[src/rtl/mem_arbiter.sv]
// mem_arbiter
//   Shares one single-port unified memory between the instruction-fetch port
//   and the load/store data port.
//
//   Arbitration
//     - Data has priority.
//     - If a fetch has waited through MAX_DATA_STREAK data grants, the fetch
//       is forced through.
//
//   Responses
//     - Each accepted request gets a registered one-cycle response pulse.
//
//   Sub-word stores
//     - The memory has no byte enables.
//     - A store with partial strobes therefore becomes a two-cycle
//       read-modify-write.
//
//   Ports
//     clk, rst_n                       clock, asynchronous active-low reset
//     if_req_valid/addr, if_req_ready  fetch request handshake
//     if_resp_valid/rdata              fetch response (1-cycle pulse)
//     d_req_valid/we/addr/wstrb/wdata  data request
//     d_req_ready                      data request accepted this cycle
//     d_resp_valid/rdata               data response (rdata=0 for stores)
//     mem_we/addr/wdata, mem_rdata     memory port (combinational read)
module mem_arbiter #(
  parameter int MAX_DATA_STREAK = 4,
  parameter int ADDR_W          = 32
) (
  input  logic              clk,
  input  logic              rst_n,
  input  logic              if_req_valid,
  input  logic [ADDR_W-1:0] if_req_addr,
  output logic              if_req_ready,
  output logic              if_resp_valid,
  output logic [31:0]       if_resp_rdata,
  input  logic              d_req_valid,
  input  logic              d_req_we,
  input  logic [ADDR_W-1:0] d_req_addr,
  input  logic [3:0]        d_req_wstrb,
  input  logic [31:0]       d_req_wdata,
  output logic              d_req_ready,
  output logic              d_resp_valid,
  output logic [31:0]       d_resp_rdata,
  output logic              mem_we,
  output logic [ADDR_W-1:0] mem_addr,
  output logic [31:0]       mem_wdata,
  input  logic [31:0]       mem_rdata
);

  localparam int SW = $clog2(MAX_DATA_STREAK + 1);
  localparam logic [SW-1:0] STREAK_MAX = SW'(MAX_DATA_STREAK);

  localparam logic [0:0] IDLE = 1'b0;
  localparam logic [0:0] RMW  = 1'b1;

  logic [0:0]        state_reg;
  logic [SW-1:0]     streak_reg;
  logic [ADDR_W-1:0] rmw_addr_reg;
  logic [31:0]       rmw_data_reg;

  logic        grant_d;
  logic        grant_f;
  logic        starve;
  logic        strb_full;
  logic        strb_none;
  logic        strb_partial;
  logic [31:0] merged;

  assign starve       = if_req_valid && (streak_reg == STREAK_MAX);
  assign strb_full    = &d_req_wstrb;
  assign strb_none    = ~|d_req_wstrb;
  assign strb_partial = !strb_full && !strb_none;

  // Merge the store bytes over the current memory word, lane by lane.
  genvar gi;
  generate
    for (gi = 0; gi < 4; gi++) begin : g_lane
      assign merged[gi*8 +: 8] = d_req_wstrb[gi] ? d_req_wdata[gi*8 +: 8]
                                                 : mem_rdata[gi*8 +: 8];
    end
  endgenerate

  // Grants only happen in IDLE.
  // They are held off while reset is asserted, so the readys read 0 then.
  always_comb begin
    grant_d = 1'b0;
    grant_f = 1'b0;
    if (rst_n && (state_reg == IDLE)) begin
      if (d_req_valid && !starve) begin
        grant_d = 1'b1;
      end else if (if_req_valid) begin
        grant_f = 1'b1;
      end
    end
  end

  assign if_req_ready = grant_f;
  assign d_req_ready  = grant_d;

  // Memory port.
  // Gating with rst_n makes a reset in the middle of an RMW drop the write at
  // once, without waiting for a clock edge.
  always_comb begin
    mem_we    = 1'b0;
    mem_addr  = '0;
    mem_wdata = '0;
    if (rst_n) begin
      if (state_reg == RMW) begin
        mem_we    = 1'b1;
        mem_addr  = rmw_addr_reg;
        mem_wdata = rmw_data_reg;
      end else if (grant_d) begin
        mem_addr = d_req_addr;
        if (d_req_we && strb_full) begin
          mem_we    = 1'b1;
          mem_wdata = d_req_wdata;
        end
      end else if (grant_f) begin
        mem_addr = if_req_addr;
      end
    end
  end

  always_ff @(posedge clk or negedge rst_n) begin
    if (!rst_n) begin
      state_reg     <= IDLE;
      streak_reg    <= '0;
      rmw_addr_reg  <= '0;
      rmw_data_reg  <= '0;
      if_resp_valid <= 1'b0;
      if_resp_rdata <= '0;
      d_resp_valid  <= 1'b0;
      d_resp_rdata  <= '0;
    end else begin
      if_resp_valid <= grant_f;
      if (grant_f) begin
        if_resp_rdata <= mem_rdata;
      end

      d_resp_valid <= 1'b0;
      if (state_reg == RMW) begin
        d_resp_valid <= 1'b1;
        d_resp_rdata <= '0;
        state_reg    <= IDLE;
      end else if (grant_d) begin
        if (!d_req_we) begin
          d_resp_valid <= 1'b1;
          d_resp_rdata <= mem_rdata;
        end else if (strb_partial) begin
          // The write is issued in the next cycle.
          // The response follows after that write.
          state_reg    <= RMW;
          rmw_addr_reg <= d_req_addr;
          rmw_data_reg <= merged;
        end else begin
          // A full-word store or an all-zero-strobe store completes now.
          d_resp_valid <= 1'b1;
          d_resp_rdata <= '0;
        end
      end

      // Count data grants only while a fetch is actually waiting.
      if (!if_req_valid || grant_f) begin
        streak_reg <= '0;
      end else if (grant_d && (streak_reg != STREAK_MAX)) begin
        streak_reg <= streak_reg + SW'(1);
      end
    end
  end

endmodule

[config.mk]
export PLATFORM = sky130hd
export DESIGN_NAME = mem_arbiter
export DESIGN_NICKNAME = d
export VERILOG_FILES = /design/src/rtl/mem_arbiter.sv
export SDC_FILE = /design/constraint.sdc
export NUM_CORES = 1
export LEC_CHECK = 0
export CAP_MARGIN = 20
export CORE_UTILIZATION = 42
export CTS_CLUSTER_SIZE = 12
export DETAILED_ROUTE_END_ITERATION = 6
export GPL_TIMING_DRIVEN = 0
export PLACE_DENSITY = 0.77
export SETUP_SLACK_MARGIN = 0.2
export SLEW_MARGIN = 5
export SYNTH_ARGS = -nofsm -noshare
export SYNTH_HDL_FRONTEND = slang
export SYNTH_SLANG_ARGS = --single-unit
[constraint.sdc]
create_clock -name clk -period 2.87 [get_ports clk]
set_input_delay 0.7175 -clock clk [delete_from_list [all_inputs] [get_ports clk]]
set_output_delay 0.7175 -clock clk [all_outputs]
set_load 0.02 [all_outputs]
---- After elaboration in Yosys (flattened, before gate mapping) ----
Index checks and enable logic that the tools add are counted.
storage, ports and cells
  register bits after elaboration ......... 134
  input bits .............................. 137
  output and inout bits ................... 133
operators by class
  muxes and demuxes ....................... 35
  bitwise operators ....................... 1
  equal/unequal tests ..................... 3
  reduce and logical (&&, ||, !) cells .... 16
  $add $sub $neg .......................... 1
operator list
  kind                 number
  $mux 32              12
  $mux 8               4
  $mux 1               17
  $reduce_and 4->1     2
  $logic_and 1x1->1    6
  $mux 3               2
  $ne 3x3->1 const B   2
  $reduce_bool 2->1    2
  $reduce_or 4->1      1
  $add 3x1->3 const B  1
  $eq 3x3->1 const B   1
  $logic_not 1->1      3
  $reduce_and 2->1     1
  $logic_or 1x1->1     1
  $not 1->1            1

---- Logic depth before layout (Yosys ltp) ----
Gate-level depths: netlist of run 1.
  depth after elaboration ................. 10
  gate-level depth with buffers ........... 9
  gate-level depth less buffers ........... 6

---- Least setup slack after synthesis of run 1 ----
OpenSTA, ideal clock, no wires.
  path type ............................... in2out
  start ................................... input d_req_wstrb[1]
  end ..................................... output mem_wdata[22]
  setup slack ............................. -28 ps
  buffers on the path ..................... 3
  data arrival time ....................... 2181 ps
  stages on the path ...................... 7
  cell sequence ........................... buf_4 -> and4_4 -> and2_1 -> clkbuf_1 -> clkbuf_1 -> nand3_1 -> a21oi_1
on the way
  cells in the longest elaborated chain, start to end .. 6
ends and longest elaborated chain
  element             line  text
  start: declaration  40    input logic [3:0] d_req_wstrb,
  $reduce_and 4->1    71    assign strb_full = &d_req_wstrb;
  $logic_and 1x1->1   115   if (d_req_we && strb_full) begin
  $mux 32             115
  $mux 32             113   end else if (grant_d) begin
  $mux 32             109   if (state_reg == RMW) begin
  $mux 32             108   if (rst_n) begin
  end: declaration    47    output logic [31:0] mem_wdata,
Every way passes these cells.

---- Worst setup path in the final report of run 1 ----
  start ................................... input if_req_valid
  end ..................................... output mem_addr[14]
on the way
  cells in the longest elaborated chain, start to end .. 9
  elaborated cells between the ends (all ways) .. 12
  classes of those cells .................. 9 x mux; 3 x reduce/logical
ends and longest elaborated chain
  element             line  text
  start: declaration  32    input logic if_req_valid,
  $logic_and 1x1->1   70    assign starve = if_req_valid && (streak_reg == STREAK_MAX);
  $logic_not 1->1     90    if (d_req_valid && !starve) begin
  $logic_and 1x1->1   90
  $mux 1              90
  $mux 1              89    if (rst_n && (state_reg == IDLE)) begin
  $mux 32             119   end else if (grant_f) begin
  $mux 32 *           113
  $mux 32 *           109
  $mux 32 *           108
  end: declaration    46    output logic [ADDR_W-1:0] mem_addr,
Mark *: on every way between the ends. The rest lies on a longest branch, timed or not.

==> results of run 1 <==
power groups by stage:
stage / clock, mW / sequential [mW] / combinational [mW]
final: 2.21 / 2.56 / 2.23
after global routing: 2.29 / 2.61 / 2.37
after CTS: 2.22 / 2.54 / 2.14
after detailed placement: 0 / 2.57 / 1.95
after global placement: 0 / 2.56 / 1.91
after floorplan: 0 / 2.80 / 0.732
layer usage:
metal	track usage	part of all wire	up-vias	wire length, um
met1	0.412	0.42	3802	11900
met2	0.548	0.51	300	14400
met5	0	0	-	0
met3	0.0714	0.059	41	1670
met4	0.0988	0.019	0	531
li1	-	-	3269	-
timing repair:
item / in CTS / in global routing
hold buffers: 0 / 0
pin swaps: 39 / 21
gates cloned: 12 / 1
setup endpoints to repair: 197 / 67
gates resized for setup: 530 / 66
setup buffers: 20 / 11
path summary, 6_finish.rpt:
path	endpoint	slack, ns	start	depth (start not counted)
max reg2reg	if_resp_rdata[3]	0.36	streak_reg[0]	13
min in group clk	if_resp_rdata[5]	0.50	if_resp_rdata[5]	1
max in group asynchronous	state_reg	2.06	rst_n	2
min	rmw_data_reg[17]	0.09	rst_n	1
max	mem_addr[14]	-0.10	if_req_valid	9
min reg2reg	if_resp_rdata[5]	0.50	if_resp_rdata[5]	1
cell type report:
cell class,count,area [um^2],share of cell area
sequential,134,3350,0.265
clock buffer,19,433,0.0342
multi-input combinational,481,4200,0.332
inverter,36,135,0.0107
tap,220,275,0.0217
clock inverter,13,150,0.0118
timing repair buffer,310,3370,0.266
buffer,70,748,0.0590
placed cells by master, fill, tap and decap left out, types with 12 or more instances in the layout:
cell | synthesis | final
inv_1 | 36 | 34
buf_6 | 5 | 69
o311ai_0 | 32 | 32
nand2_1 | 70 | 67
mux2_2 | 37 | 37
dfrtp_1 | 134 | 133
mux2_4 | 27 | 27
buf_4 | 3 | 29
nor2_2 | 0 | 26
mux2i_1 | 33 | 33
o21ai_0 | 97 | 97
nand3_1 | 66 | 55
buf_12 | 0 | 12
a21oi_4 | 0 | 31
clkbuf_1 | 55 | 30
a221oi_4 | 0 | 19
clkbuf_16 | 0 | 33
clkdlybuf4s50_1 | 0 | 194
worst max-delay path: cells and delay by family:
| kind | cells | cell delay [ns] |
|---|---|---|
| AND/OR/NAND/NOR | 3 | 0.32 |
| AO/OA/AOI/OAI | 1 | 0.29 |
| buffers and inverters | 5 | 0.92 |
metrics by stage:
stage / cells / hold slack (ns) / utilization / cell area, um^2 / TNS [ns]
6_report: 1283 / 0.0903 / 0.770 / 12700 / -1.10
3_3_place_gp: 1206 / 0.483 / 0.631 / 10400 / -1763.20
5_1_grt: 1283 / 0.0813 / 0.770 / 12700 / -3.99
2_1_floorplan: 721 / 0.422 / - / 7470 / 0
4_1_cts: 1271 / 0.0782 / 0.744 / 12300 / -0.727
3_5_place_dp: 1207 / 0.487 / 0.633 / 10400 / -191.54
cell families (layout without fill, tap and decap cells):
group                    count (synthesis)  count (layout)
flip-flops                             134             134
AND/OR/NAND/NOR                        184             184
buffers and inverters                  106             448
adder cells (fa/ha/maj)                  2               2
AO/OA/AOI/OAI                          198             198
multiplexers                            97              97
==> impl_metrics.tcl, run 1 <==
set metrics [dict create \
    status "finished, violations left" \
    violations "setup timing" \
    p_leak_nw 5.17 \
    skew_ns 0.0109 \
    synth_top_family_by_area "compound AO/OA/AOI/OAI gates" \
    synth_seq_cells 134 \
    layout-drive-gt1-share 0.339 \
    die_area_mm2 0.0173 \
    viasPerCell 5.78 \
    crit_top_cell "clkbuf_16" \
    cts_tree "built" \
    crit_path_end_kind "output pin" \
    clockBufferDepth 2 \
    combPwrFrac 0.319 \
    antenna_found_initial 0 \
    synth-compound-area-share 0.176 \
    grt_max_degree 46 \
    syn_inst 721 \
    core_mm2 0.0165 \
    ys_types 29 \
    io_pins 270 \
    cp-start-kind "input port" \
    antennaDiodeCount 0 \
    peakVddDrop_mv 0.438 \
    cts_buffers 17 \
    grt_usage 0.324 \
    grt_pass1_wl_um 43100 \
    synth_enable_flop_cells 0 \
    power_frac_seq 0.366 \
    critical_path_class "input port to output pin" \
    netlist_area_mm2 0.00706 \
    ys_async_sr_fraction 1.00 \
    critPathMaxStageDelay_ns 0.33 \
    yosysMostFrequentCell "dfrtp_1" \
    switchingPower_mw 2.25 \
    dp_slack_ns -1.92 \
    die_width_um 132 \
    dp_hpwl_um 17400 \
    wirelength_um 28500 \
    arrival_ns 2.25 \
    worstMarginPinSlew_ns 0.676 \
    rsz0062_at_grt "yes" \
    antenna_left 0 \
    synth_xor_area_frac 0 \
    h-tree-depth 4 \
    min_period_over_period 1.03 \
    crit_required_ns 2.15 \
    synth_adder_area_share 0.00355 \
    area_delta_synth_final_pct 79.5 \
    clk_pin_slew_worst_paths_ns 0.07 \
    ys.warnings.count 0 \
    firstDrtPassIters 5 \
    drtIter0Drc 594 \
    synth_flop_cell "dfrtp_1" \
    filler_cell_count 1083 \
    slew_headroom 0.549 \
    grt_pass1_vias 7588 \
    grt.overflow.total 0 \
    routabilityCongestion 0.810 \
    yosys.area_share.simple 0.118 \
    p_total_mw 7.01 \
    hold_viol_final 0 \
    setup_viol 23 \
    maxSlewViolCount 0 \
    std_cell_rows 47 \
    synth_top_area_cell "dfrtp_1" \
    port_buffers 265 \
    start_util 0.429 \
    postSynthAreaPerCell_um2 9.79 \
    clock_latency_ns 0.43 \
    dr_total_vias 7412 \
    fp.dieH_um 132 \
    wl_per_cell_um 22.2 \
    muxShareOfSynthArea 0.163 \
    worst-path-max-fanout 8 \
    swShare 0.322 \
    synth_top_area_frac 0.475 \
    setup_ws_ns -0.100 \
    p_int_mw 4.75 \
    synth.area.top_cells "dfrtp_1 (48%), o21ai_0 (6.9%), mux2_2 (5.9%)" \
    fmax_ghz 0.337 \
    path_cells "dlygate4sd2_1, nand3_4, nor2b_4, clkbuf_16, buf_12, clkbuf_16, a221oi_4, nor2_2, buf_6" \
    cts_root_buf "clkbuf_16" \
    drc 0 \
    p_per_area_mw_per_mm2 553 \
    layout.nets 1189 \
    min_period_ns 2.97 \
    clkPwrFrac 0.316 \
    synthTopCellsByCount "dfrtp_1 (134), o21ai_0 (97), nand2_1 (70)" \
    yosysSeqAreaShare 0.475 \
    min_path_type "input port to async pin" \
    drv_cap 0 \
    cts_sinks 134 \
    synth_fp_nets 860 \
    worst_path_max_delay_cell "dlygate4sd2_1" \
]
Note: power is estimated with default switching activity, not from simulation.
==> run 2, diff against run 1 <==
--- a/config.mk
+++ b/config.mk
@@ -10,7 +10,7 @@
 export CTS_CLUSTER_SIZE = 12
 export DETAILED_ROUTE_END_ITERATION = 6
 export GPL_TIMING_DRIVEN = 0
-export PLACE_DENSITY = 0.77
+export PLACE_DENSITY = 0.79
 export SETUP_SLACK_MARGIN = 0.2
 export SLEW_MARGIN = 5
 export SYNTH_ARGS = -nofsm -noshare
==> run 2 against run 1 <==
Compared with the run above:
- the flow still finishes with violations (setup timing)
- final area decreased by 3.5%
- sequential cell count did not move
- setup slack better by 0.029 ns
- critical endpoint is now mem_addr[15]
- largest power group unchanged
==> impl_metrics.tcl, run 2 (synthesized netlist as in run 1, its figures left out) <==
set metrics [dict create \
    r2r_cells 5 \
    wl_per_cell_um 22.3 \
    die_width_um 132 \
    std_cell_rows 47 \
    worst-path-max-fanout 8 \
    critPathMaxStageDelay_ns 0.39 \
    setup_ws_ns -0.0706 \
    cts_buffers 17 \
    fp.dieH_um 132 \
    placed_area_mm2 0.0104 \
    rsz0062_at_grt "yes" \
    start_util 0.429 \
    hold_viol_final 0 \
    layout-drive-gt1-share 0.331 \
    firstDrtPassIters 5 \
    core_mm2 0.0165 \
    port_buffers 265 \
    hold_buffers 0 \
    dr_total_vias 7397 \
    drtIter0Drc 501 \
    worst_path_max_delay_cell "dfrtp_1" \
    h-tree-depth 4 \
    antenna_found_initial 0 \
    dp_hpwl_um 17900 \
    drv_cap 0 \
    clockBufferDepth 2 \
    grt_max_degree 37 \
    p_per_area_mw_per_mm2 563 \
    fmax_ghz 0.340 \
    min_path_type "input port to async pin" \
    cts_sinks 134 \
    cts_root_buf "clkbuf_16" \
    wirelength_um 28500 \
    antennaDiodeCount 0 \
    cp-start-kind "register" \
    layout_commonest_cell "clkdlybuf4s50_1" \
    dp.cells 1207 \
    status "finished, violations left" \
    grt_usage 0.333 \
    grt.overflow.total 0 \
    violations "setup timing" \
    antenna_left 0 \
    arrival_ns 2.22 \
    grt_pass1_wl_um 44100 \
    p_leak_nw 5.04 \
    area_delta_synth_final_pct 73.2 \
    drc 0 \
    routabilityCongestion 0.836 \
    die_area_mm2 0.0173 \
    io_pins 270 \
    skew_ns 0.00770 \
    final_cell_mix "clkdlybuf4s50_1 (194), dfrtp_1 (133), o21ai_0 (97), nand2_1 (68), nand3_1 (58)" \
    worstMarginPinSlew_ns 0.659 \
    clk_pin_slew_worst_paths_ns 0.06 \
    viasPerCell 5.80 \
    grt_pass1_vias 7846 \
    min_period_ns 2.94 \
    design_area_mm2 0.0122 \
    maxSlewViolCount 0 \
    layout.nets 1182 \
    instances_no_fill 1276 \
    peakVddDrop_mv 0.437 \
    cts_tree "built" \
    slew_headroom 0.560 \
    crit_required_ns 2.15 \
    clock_latency_ns 0.43 \
    path_cells "inv_2, ha_4, nand3_4, nor2b_4, buf_8, buf_12, clkbuf_16, a221oi_4, nor2_2, buf_6" \
    crit_path_end_kind "output pin" \
    min_period_over_period 1.02 \
    setup_viol 8 \
    critical_path_class "register to output pin" \
]
## run 2: path summary, 6_finish.rpt
path,start,endpoint,slack (ns)
setup / recovery,streak_reg[1],mem_addr[15],-0.07
hold / removal,rst_n,rmw_data_reg[15],0.23
max in group asynchronous,rst_n,d_resp_rdata[28],1.96
hold reg to reg,rmw_addr_reg[31],rmw_addr_reg[31],0.50
setup reg to reg,state_reg,rmw_data_reg[16],0.46
min in group clk,rmw_addr_reg[31],rmw_addr_reg[31],0.50
## run 2: timing repair
item                       4_1_cts  5_1_grt
buffers inserted                24        2
hold endpoints to repair         0        0
pin swaps                       24        6
resized for setup              503       14
setup endpoints to repair      197       66
cloned                          11        0
## run 2: power breakdown
part	switching, mW	total [mW]	leakage [nW]	internal (mW)
clock	0.920	2.14	0.267	1.22
sequential	0.256	2.56	1.61	2.31
combinational	1.06	2.18	3.16	1.11
total	2.24	6.88	5.04	4.64
## run 2: critical path: cells and delay by family, from the launching register on
kind                       cells  cell delay, ns
AOI/OAI and AO/OA              1            0.29
adders and majority gates      1            0.16
and+or+nand+nor                3            0.29
DFF                            1            0.39
buffers and inverters          5            0.67
## run 2: final cells by class
cell class,instances,area [um^2]
Buffer,70,696
Multi-Input combinational cell,481,4080
Inverter,36,135
Clock buffer,19,443
Clock inverter,13,123
Sequential cell,134,3350
Tap cell,220,275
Timing Repair Buffer,303,3120
Fill cell,1124,4240
## run 2: metal layers
layer | global-route usage | vias to the layer above | routed length [um]
li1 | - | 3256 | -
met1 | 0.421 | 3709 | 11600
met2 | 0.546 | 368 | 14000
met3 | 0.0737 | 64 | 1850
met4 | 0.149 | 0 | 964
met5 | 0 | - | 0
## run 2: through the flow
stage                     setup TNS (ns)  hold WS [ns]  utilization  setup slack, ns  power (mW)
after CTS                         -0.306         0.221        0.736          -0.0607        6.83
after detailed placement         -208.88         0.487        0.633            -2.06        4.53
after floorplan                        0         0.422            -            0.204        3.53
after global routing               -2.12         0.224        0.742           -0.167        7.14
final                             -0.246         0.226        0.742          -0.0706        6.88
after global placement          -1752.28         0.485        0.631            -6.71        4.47
